## src/rtl/vector_data_memory_pkg.sv

```systemverilog
// Shared types and default sizing for the vector data memory responder.
package vector_mem_pkg;

  localparam int REGISTER_SIZE = 8;
  localparam int VECTOR_SIZE   = 4;
  localparam int ADDR_WIDTH    = 8;
  localparam int MEM_DEPTH     = 256;

  typedef enum logic [1:0] {
    IDLE   = 2'd0,
    ACCESS = 2'd1,
    RESP   = 2'd2
  } state_t;

  // Default-size lane/vector types; parameterised modules declare the same
  // shape locally as logic [vectorSize-1:0][registerSize-1:0].
  typedef logic [REGISTER_SIZE-1:0]   lane_t;
  typedef lane_t [VECTOR_SIZE-1:0]    vec_t;

  // Counter/index width that never collapses to zero bits.
  function automatic int idxWidth(input int n);
    return (n > 1) ? $clog2(n) : 1;
  endfunction

endpackage

```

## src/rtl/vector_data_memory_if.sv

```systemverilog
// Request/response handshake bundle between the vector pipeline and the data memory.
interface vector_data_memory_if #(
  parameter int registerSize = 8,
  parameter int vectorSize   = 4,
  parameter int addrWidth    = 8
);
  logic                                   req_valid;
  logic                                   req_ready;
  logic                                   req_we;
  logic [addrWidth-1:0]                   req_addr;
  logic [vectorSize-1:0][registerSize-1:0] req_wdata;
  logic                                   resp_valid;
  logic                                   resp_ready;
  logic [vectorSize-1:0][registerSize-1:0] resp_rdata;
  logic                                   resp_err;

  modport master (
    output req_valid, req_we, req_addr, req_wdata, resp_ready,
    input  req_ready, resp_valid, resp_rdata, resp_err
  );

  modport slave (
    input  req_valid, req_we, req_addr, req_wdata, resp_ready,
    output req_ready, resp_valid, resp_rdata, resp_err
  );
endinterface

```

## src/rtl/vector_data_memory_array.sv

```systemverilog
// Single-port element storage: synchronous write, combinational read. Contents are not reset.
module vector_mem_array #(
  parameter int registerSize = 8,
  parameter int memDepth     = 256,
  parameter int memAw        = 8
) (
  input  logic                    clk,
  input  logic                    we,
  input  logic [memAw-1:0]        addr,
  input  logic [registerSize-1:0] wdata,
  output logic [registerSize-1:0] rdata
);
  logic [registerSize-1:0] mem [memDepth];

  always_ff @(posedge clk) begin
    if (we) mem[addr] <= wdata;
  end

  assign rdata = mem[addr];
endmodule

```

## src/rtl/vector_data_memory.sv

```systemverilog
// Vector data-memory responder: one lane per cycle over a single-port array.
// Optional VECTOR_MEM_BOUNDS_CHECK_EN: no address wrap, out-of-range lanes skipped/read 0, resp_err set.
module vector_data_memory
  import vector_mem_pkg::*;
#(
  parameter int registerSize = REGISTER_SIZE,
  parameter int vectorSize   = VECTOR_SIZE,
  parameter int addrWidth    = ADDR_WIDTH,
  parameter int memDepth     = MEM_DEPTH
) (
  input  logic                 clk,
  input  logic                 rst,
  vector_data_memory_if.slave  bus,
  output logic                 busy
);
  localparam int cntW  = idxWidth(vectorSize);
  localparam int memAw = idxWidth(memDepth);
  localparam int sumW  = addrWidth + cntW + 1;

  if (vectorSize > memDepth) begin : gBadVec
    $error("vector_data_memory: vectorSize must not exceed memDepth");
  end
  if (longint'(memDepth) > (longint'(1) << addrWidth)) begin : gBadDepth
    $error("vector_data_memory: memDepth must not exceed 2**addrWidth");
  end

  state_t                                  state, stateNxt;
  logic [cntW-1:0]                         cnt;
  logic                                    capWe;
  logic [addrWidth-1:0]                    capAddr;
  logic [vectorSize-1:0][registerSize-1:0] capWdata;
  logic [vectorSize-1:0][registerSize-1:0] rdataReg;

  logic                    accept, lastLane, laneOob, memWe;
  logic [sumW-1:0]         elemSum;
  logic [memAw-1:0]        elemAddr;
  logic [registerSize-1:0] memRdata, laneRdata;

  assign accept   = (state == IDLE) && bus.req_valid;
  assign lastLane = (cnt == cntW'(vectorSize - 1));
  assign elemSum  = sumW'(capAddr) + sumW'(cnt);
  assign elemAddr = memAw'(elemSum % sumW'(memDepth));

`ifdef VECTOR_MEM_BOUNDS_CHECK_EN
  logic errReg;

  assign laneOob = (elemSum >= sumW'(memDepth));

  // Error is a property of the whole request, so decide it once at acceptance.
  always_ff @(posedge clk or negedge rst) begin
    if (!rst)        errReg <= 1'b0;
    else if (accept) errReg <= (sumW'(bus.req_addr) + sumW'(vectorSize - 1)) >= sumW'(memDepth);
  end

  assign bus.resp_err = errReg;
`else
  assign laneOob      = 1'b0;
  assign bus.resp_err = 1'b0;
`endif

  assign memWe     = (state == ACCESS) && capWe && !laneOob;
  assign laneRdata = laneOob ? '0 : memRdata;

  vector_mem_array #(
    .registerSize (registerSize),
    .memDepth     (memDepth),
    .memAw        (memAw)
  ) uArray (
    .clk   (clk),
    .we    (memWe),
    .addr  (elemAddr),
    .wdata (capWdata[cnt]),
    .rdata (memRdata)
  );

  always_comb begin
    stateNxt = state;
    unique case (state)
      IDLE:    if (accept)         stateNxt = ACCESS;
      ACCESS:  if (lastLane)       stateNxt = RESP;
      RESP:    if (bus.resp_ready) stateNxt = IDLE;
      default:                     stateNxt = IDLE;
    endcase
  end

  always_ff @(posedge clk or negedge rst) begin
    if (!rst) begin
      state    <= IDLE;
      cnt      <= '0;
      capWe    <= 1'b0;
      capAddr  <= '0;
      capWdata <= '0;
    end else begin
      state <= stateNxt;
      if (accept) begin
        cnt      <= '0;
        capWe    <= bus.req_we;
        capAddr  <= bus.req_addr;
        capWdata <= bus.req_wdata;
      end else if (state == ACCESS) begin
        cnt <= cnt + 1'b1;
      end
    end
  end

  // Each lane register loads only on its own ACCESS cycle of a read.
  for (genvar i = 0; i < vectorSize; i++) begin : gLane
    logic [registerSize-1:0] laneQ;

    always_ff @(posedge clk or negedge rst) begin
      if (!rst)                                                 laneQ <= '0;
      else if (accept)                                          laneQ <= '0;
      else if (state == ACCESS && !capWe && cnt == cntW'(i))    laneQ <= laneRdata;
    end

    assign rdataReg[i] = laneQ;
  end

  assign bus.req_ready  = (state == IDLE);
  assign bus.resp_valid = (state == RESP);
  assign bus.resp_rdata = rdataReg;
  assign busy           = (state != IDLE);
endmodule

```

## src/flat_wrapper.sv

```systemverilog
// flat-port wrapper written by rule: the top's interface ports become plain ports
module vector_data_memory_flat import vector_mem_pkg::*;
#(
  parameter int registerSize = REGISTER_SIZE,
  parameter int vectorSize   = VECTOR_SIZE,
  parameter int addrWidth    = ADDR_WIDTH,
  parameter int memDepth     = MEM_DEPTH
)
  (clk, rst, busy, bus_req_valid, bus_req_we, bus_req_addr, bus_req_wdata, bus_resp_ready, bus_req_ready, bus_resp_valid, bus_resp_rdata, bus_resp_err);
  vector_data_memory_if #(.registerSize(registerSize), .vectorSize(vectorSize), .addrWidth(addrWidth)) bus_i ();
  input  logic clk;
  input  logic rst;
  output logic busy;
  input wire logic [$bits(bus_i.req_valid)-1:0] bus_req_valid;
  input wire logic [$bits(bus_i.req_we)-1:0] bus_req_we;
  input wire logic [$bits(bus_i.req_addr)-1:0] bus_req_addr;
  input wire logic [$bits(bus_i.req_wdata)-1:0] bus_req_wdata;
  input wire logic [$bits(bus_i.resp_ready)-1:0] bus_resp_ready;
  output wire logic [$bits(bus_i.req_ready)-1:0] bus_req_ready;
  output wire logic [$bits(bus_i.resp_valid)-1:0] bus_resp_valid;
  output wire logic [$bits(bus_i.resp_rdata)-1:0] bus_resp_rdata;
  output wire logic [$bits(bus_i.resp_err)-1:0] bus_resp_err;
  assign bus_i.req_valid = bus_req_valid;
  assign bus_i.req_we = bus_req_we;
  assign bus_i.req_addr = bus_req_addr;
  assign bus_i.req_wdata = bus_req_wdata;
  assign bus_i.resp_ready = bus_resp_ready;
  assign bus_req_ready = bus_i.req_ready;
  assign bus_resp_valid = bus_i.resp_valid;
  assign bus_resp_rdata = bus_i.resp_rdata;
  assign bus_resp_err = bus_i.resp_err;
  vector_data_memory #(.registerSize(registerSize), .vectorSize(vectorSize), .addrWidth(addrWidth), .memDepth(memDepth)) u_core (.clk(clk), .rst(rst), .bus(bus_i), .busy(busy));
endmodule
```

## config.mk

```make
export PLATFORM = sky130hd
export DESIGN_NAME = vector_data_memory_flat
export DESIGN_NICKNAME = d
export VERILOG_FILES = /design/src/rtl/vector_data_memory_pkg.sv /design/src/rtl/vector_data_memory_if.sv /design/src/rtl/vector_data_memory_array.sv /design/src/rtl/vector_data_memory.sv /design/src/flat_wrapper.sv
export SDC_FILE = /design/constraint.sdc
export NUM_CORES = 2
export LEC_CHECK = 0
export CAP_MARGIN = 20
export CORE_MARGIN = 4
export CORE_UTILIZATION = 45
export CTS_CLUSTER_DIAMETER = 150
export DETAILED_ROUTE_END_ITERATION = 8
export HOLD_SLACK_MARGIN = 0.06
export SLEW_MARGIN = 20
export SYNTH_ARGS = -nofsm -noshare
export SYNTH_HDL_FRONTEND = slang
export SYNTH_SLANG_ARGS = --single-unit
```

## constraint.sdc

```tcl
create_clock -name clk -period 3.6 [get_ports clk]
set_input_delay 0.36 -clock clk [delete_from_list [all_inputs] [get_ports clk]]
set_output_delay 0.36 -clock clk [all_outputs]
set_load 0.05 [all_outputs]
```

==> results.md <==
* Status: complete, but fails checks
* Failing checks: negative setup slack
* Count of different cell masters after synthesis at 81
* Clock latency on the worst-skew pair at 0.85 ns
* Rows at 158
* MaxCap Viol Count at 0
* Max Transition Viols Final at 0
* Critical path type: reg -> reg
* Clock buffer depth at 3
* Critical-path maximum fanout at 10
* DR WL/cell at 29.7 um
* Final setup fails at 1025
* Most common library cell in the layout ignoring fill and taps: edfxtp_1
* Startpoint Class: flop
* # H-tree levels at 4
* Core area at 0.185 sq mm
* Initial Util at 45.2%
* Port bufs at 79
* Post-synth top flop: edfxtp_1
* Antenna viol nets, final at 0
* Final min period at 4.16 ns
* Sequential fraction of the synthesis area at 75.6%
* Die width at 440 um
* DP Area at 0.0939 sq mm
* First-pass GRT wire length at 337000 um
* Fin crit share at 116%
* Die Area at 0.193 sq mm
* Routed wire length at 236000 um
* Fin nets at 5368
* Post-Syn Area at 0.0839 sq mm
* Fmax at 240 MHz
* DR iter-0 viols at 5811
* Worst-Margin Slew at 1.09 ns
* Worst EP arrival at 4.90 ns
* Vias at 46.7k
* Largest net degree at the start of global routing at 130
* Fraction of layout instances using a drive strength above 1 at 34.6%
* Final Hold Fails at 0
* Most frequent cells in the layout: edfxtp_1, buf_4, mux4_2, nand2_1, nor2_1
* Design area at 0.103 sq mm
* CTS tree: built
* Synth Net Count at 4419
* GRT Overall Usage at 24.2%
* Post-synth EDFFs at 2048
* Final WS setup at -0.562 ns
* Ys Warns at 0
* Total gr overflow at 0
* # clock sinks at 2125
* Vias in the first global route at 46.0k
* CP endpoint kind: flop
* DRC at 0
* FF-to-FF setup slack at -0.56 ns
* Mapped Cells at 4367
* RSZ-0062 raised after global routing: true
* Slew HR at 27.4%
* Async SR Flop Fraction at 3.62%
* #FFs+latches synth at 2125
* Min-Delay Path Class: in -> reg
* Detailed Place HPWL at 152000 um
* Layout area overhead at 22.9%
* I/O Pins at 81
* Clk root buf: clkbuf_16
* Cts bufs inserted at 209
* Vias/cell at 5.86
* Routability Congestion at 0.899
* Clock transition at path regs at 0.06 ns
* Drt pass-1 iters at 6
* Initial antenna violation count at 2
* DIE HEIGHT at 440 um
* Worst endpoint required time at 4.33 ns
* Average size of a mapped cell at 19.2 sq um
* Clk_skew at 0.0376 ns
## repair_timing
| item | in CTS | in global routing |
|---|---|---|
| pin swaps | 28 | 27 |
| setup endpoints to repair | 1213 | 1836 |
| hold endpoints to repair | 82 | 0 |
| gates resized for setup | 184 | 180 |
| cloned | 4 | 8 |
| buffers inserted | 24 | 56 |
| hold buffers | 6 | 0 |
## logic make-up (layout without fill, tap and decap cells)
logic type,after synthesis,after routing,synth area share [%]
adder cells (fa/ha/maj),7,7,0.113
buffers and inverters,280,1400,1.98
flip-flops,2125,2125,75.6
other,1,2,0.00447
multiplexers,658,658,14.4
XOR/XNOR,5,5,0.0522
AND/OR/NAND/NOR,941,941,4.88
AO/OA/AOI/OAI,350,350,2.91
## routing by layer
metal / wire [um] / track usage (%) / vias to the layer above
met4: 8230 / 8.44 / 0
met5: 0 / 0 / -
met2: 110000 / 37.2 / 2106
met3: 19500 / 4.31 / 386
met1: 98400 / 35.2 / 24600
li1: - / - / 19500
## final timing paths
| check | from | cells after the start | to |
|---|---|---|---|
| max in group asynchronous | rst | 2 | u_core.capAddr[0] |
| worst max register to register | u_core.cnt[0] | 14 | u_core.gLane[2].laneQ[4] |
| min in group asynchronous | rst | 2 | u_core.capWdata[22] |
| worst min-delay path | bus_req_wdata[5] | 2 | u_core.capWdata[5] |
| worst max-delay path | u_core.cnt[0] | 14 | u_core.gLane[2].laneQ[4] |
| worst min register to register | u_core.gLane[1].laneQ[7] | 2 | u_core.gLane[1].laneQ[7] |
## area by class of cell
type / count / area [sq um]
Antenna cell: 1 / 2.50
Clock buffer: 257 / 5420
Clock inverter: 125 / 1150
Fill cell: 14300 / 82400
Inverter: 5 / 18.8
Multi-Input combinational cell: 1962 / 20000
Sequential cell: 2125 / 63400
Tap cell: 2480 / 3100
Timing Repair Buffer: 1013 / 9970
## stage by stage
stage | setup WS (ns) | std cells | setup TNS [ns] | hold slack [ns] | util [%]
5_1_grt | -0.541 | 7967 | -134.28 | 0.0815 | 55.6
6_report | -0.562 | 7968 | -62.13 | 0.132 | 55.6
3_3_place_gp | -1.04 | 7491 | -214.63 | 0.471 | 50.7
2_1_floorplan | 0.00334 | 4367 | 0 | 0.0644 | -
4_1_cts | -0.493 | 7905 | -61.08 | 0.0605 | 54.9
3_5_place_dp | -1.05 | 7491 | -243.41 | 0.479 | 50.7
## sequential cells by signal, indices dropped and copies added, names as in the netlist
signal,count
u_core.capAddr,8
u_core.capWdata,32
u_core.capWe,1
u_core.cnt,2
u_core.gLane.laneQ,32
u_core.state,2
u_core.uArray.mem,2048
## cell usage after synthesis, types with 4 or more instances
master,n,share of area [%]
a2111oi_0,5,0.052
a211oi_1,12,0.11
a21o_1,8,0.072
a21oi_1,80,0.48
a221oi_1,12,0.13
a22o_1,20,0.21
a22oi_1,49,0.44
a311oi_1,7,0.073
a31oi_1,37,0.28
a32o_1,12,0.14
a32oi_1,14,0.15
and2_1,14,0.10
and3_1,33,0.25
buf_1,23,0.10
buf_2,59,0.35
buf_4,47,0.42
buf_6,40,0.54
buf_8,5,0.089
clkbuf_1,101,0.45
dfrtp_1,77,2.3
edfxtp_1,2048,73
ha_1,6,0.089
inv_1,5,0.022
mux2_2,51,0.68
mux2i_1,172,2.1
mux4_1,7,0.22
mux4_2,428,11
nand2_1,391,1.7
nand2b_1,19,0.14
nand3_1,122,0.73
nand4_1,10,0.075
nor2_1,288,1.3
nor2b_1,12,0.089
nor3_1,13,0.078
nor4_1,9,0.067
o211ai_1,9,0.081
o21ai_0,28,0.17
o21ai_1,5,0.030
o22ai_1,11,0.082
o31ai_1,4,0.036
o32ai_1,4,0.042
or3_1,7,0.052
## critical path, stage by stage (launching register included)
cell	delay [ns]
dfrtp_1	0.42
ha_4	0.19
fa_4	0.57
xor2_4	0.23
buf_12	0.17
buf_12	0.14
buf_12	0.15
buf_16	0.15
mux4_2	0.33
mux4_2	0.56
nor2_1	0.44
or4b_4	0.26
nor4_4	0.05
buf_6	0.15
a22o_1	0.19
Power is not shown: default switching activity piles up to over one toggle a cycle in this logic, so the estimate is an artifact.
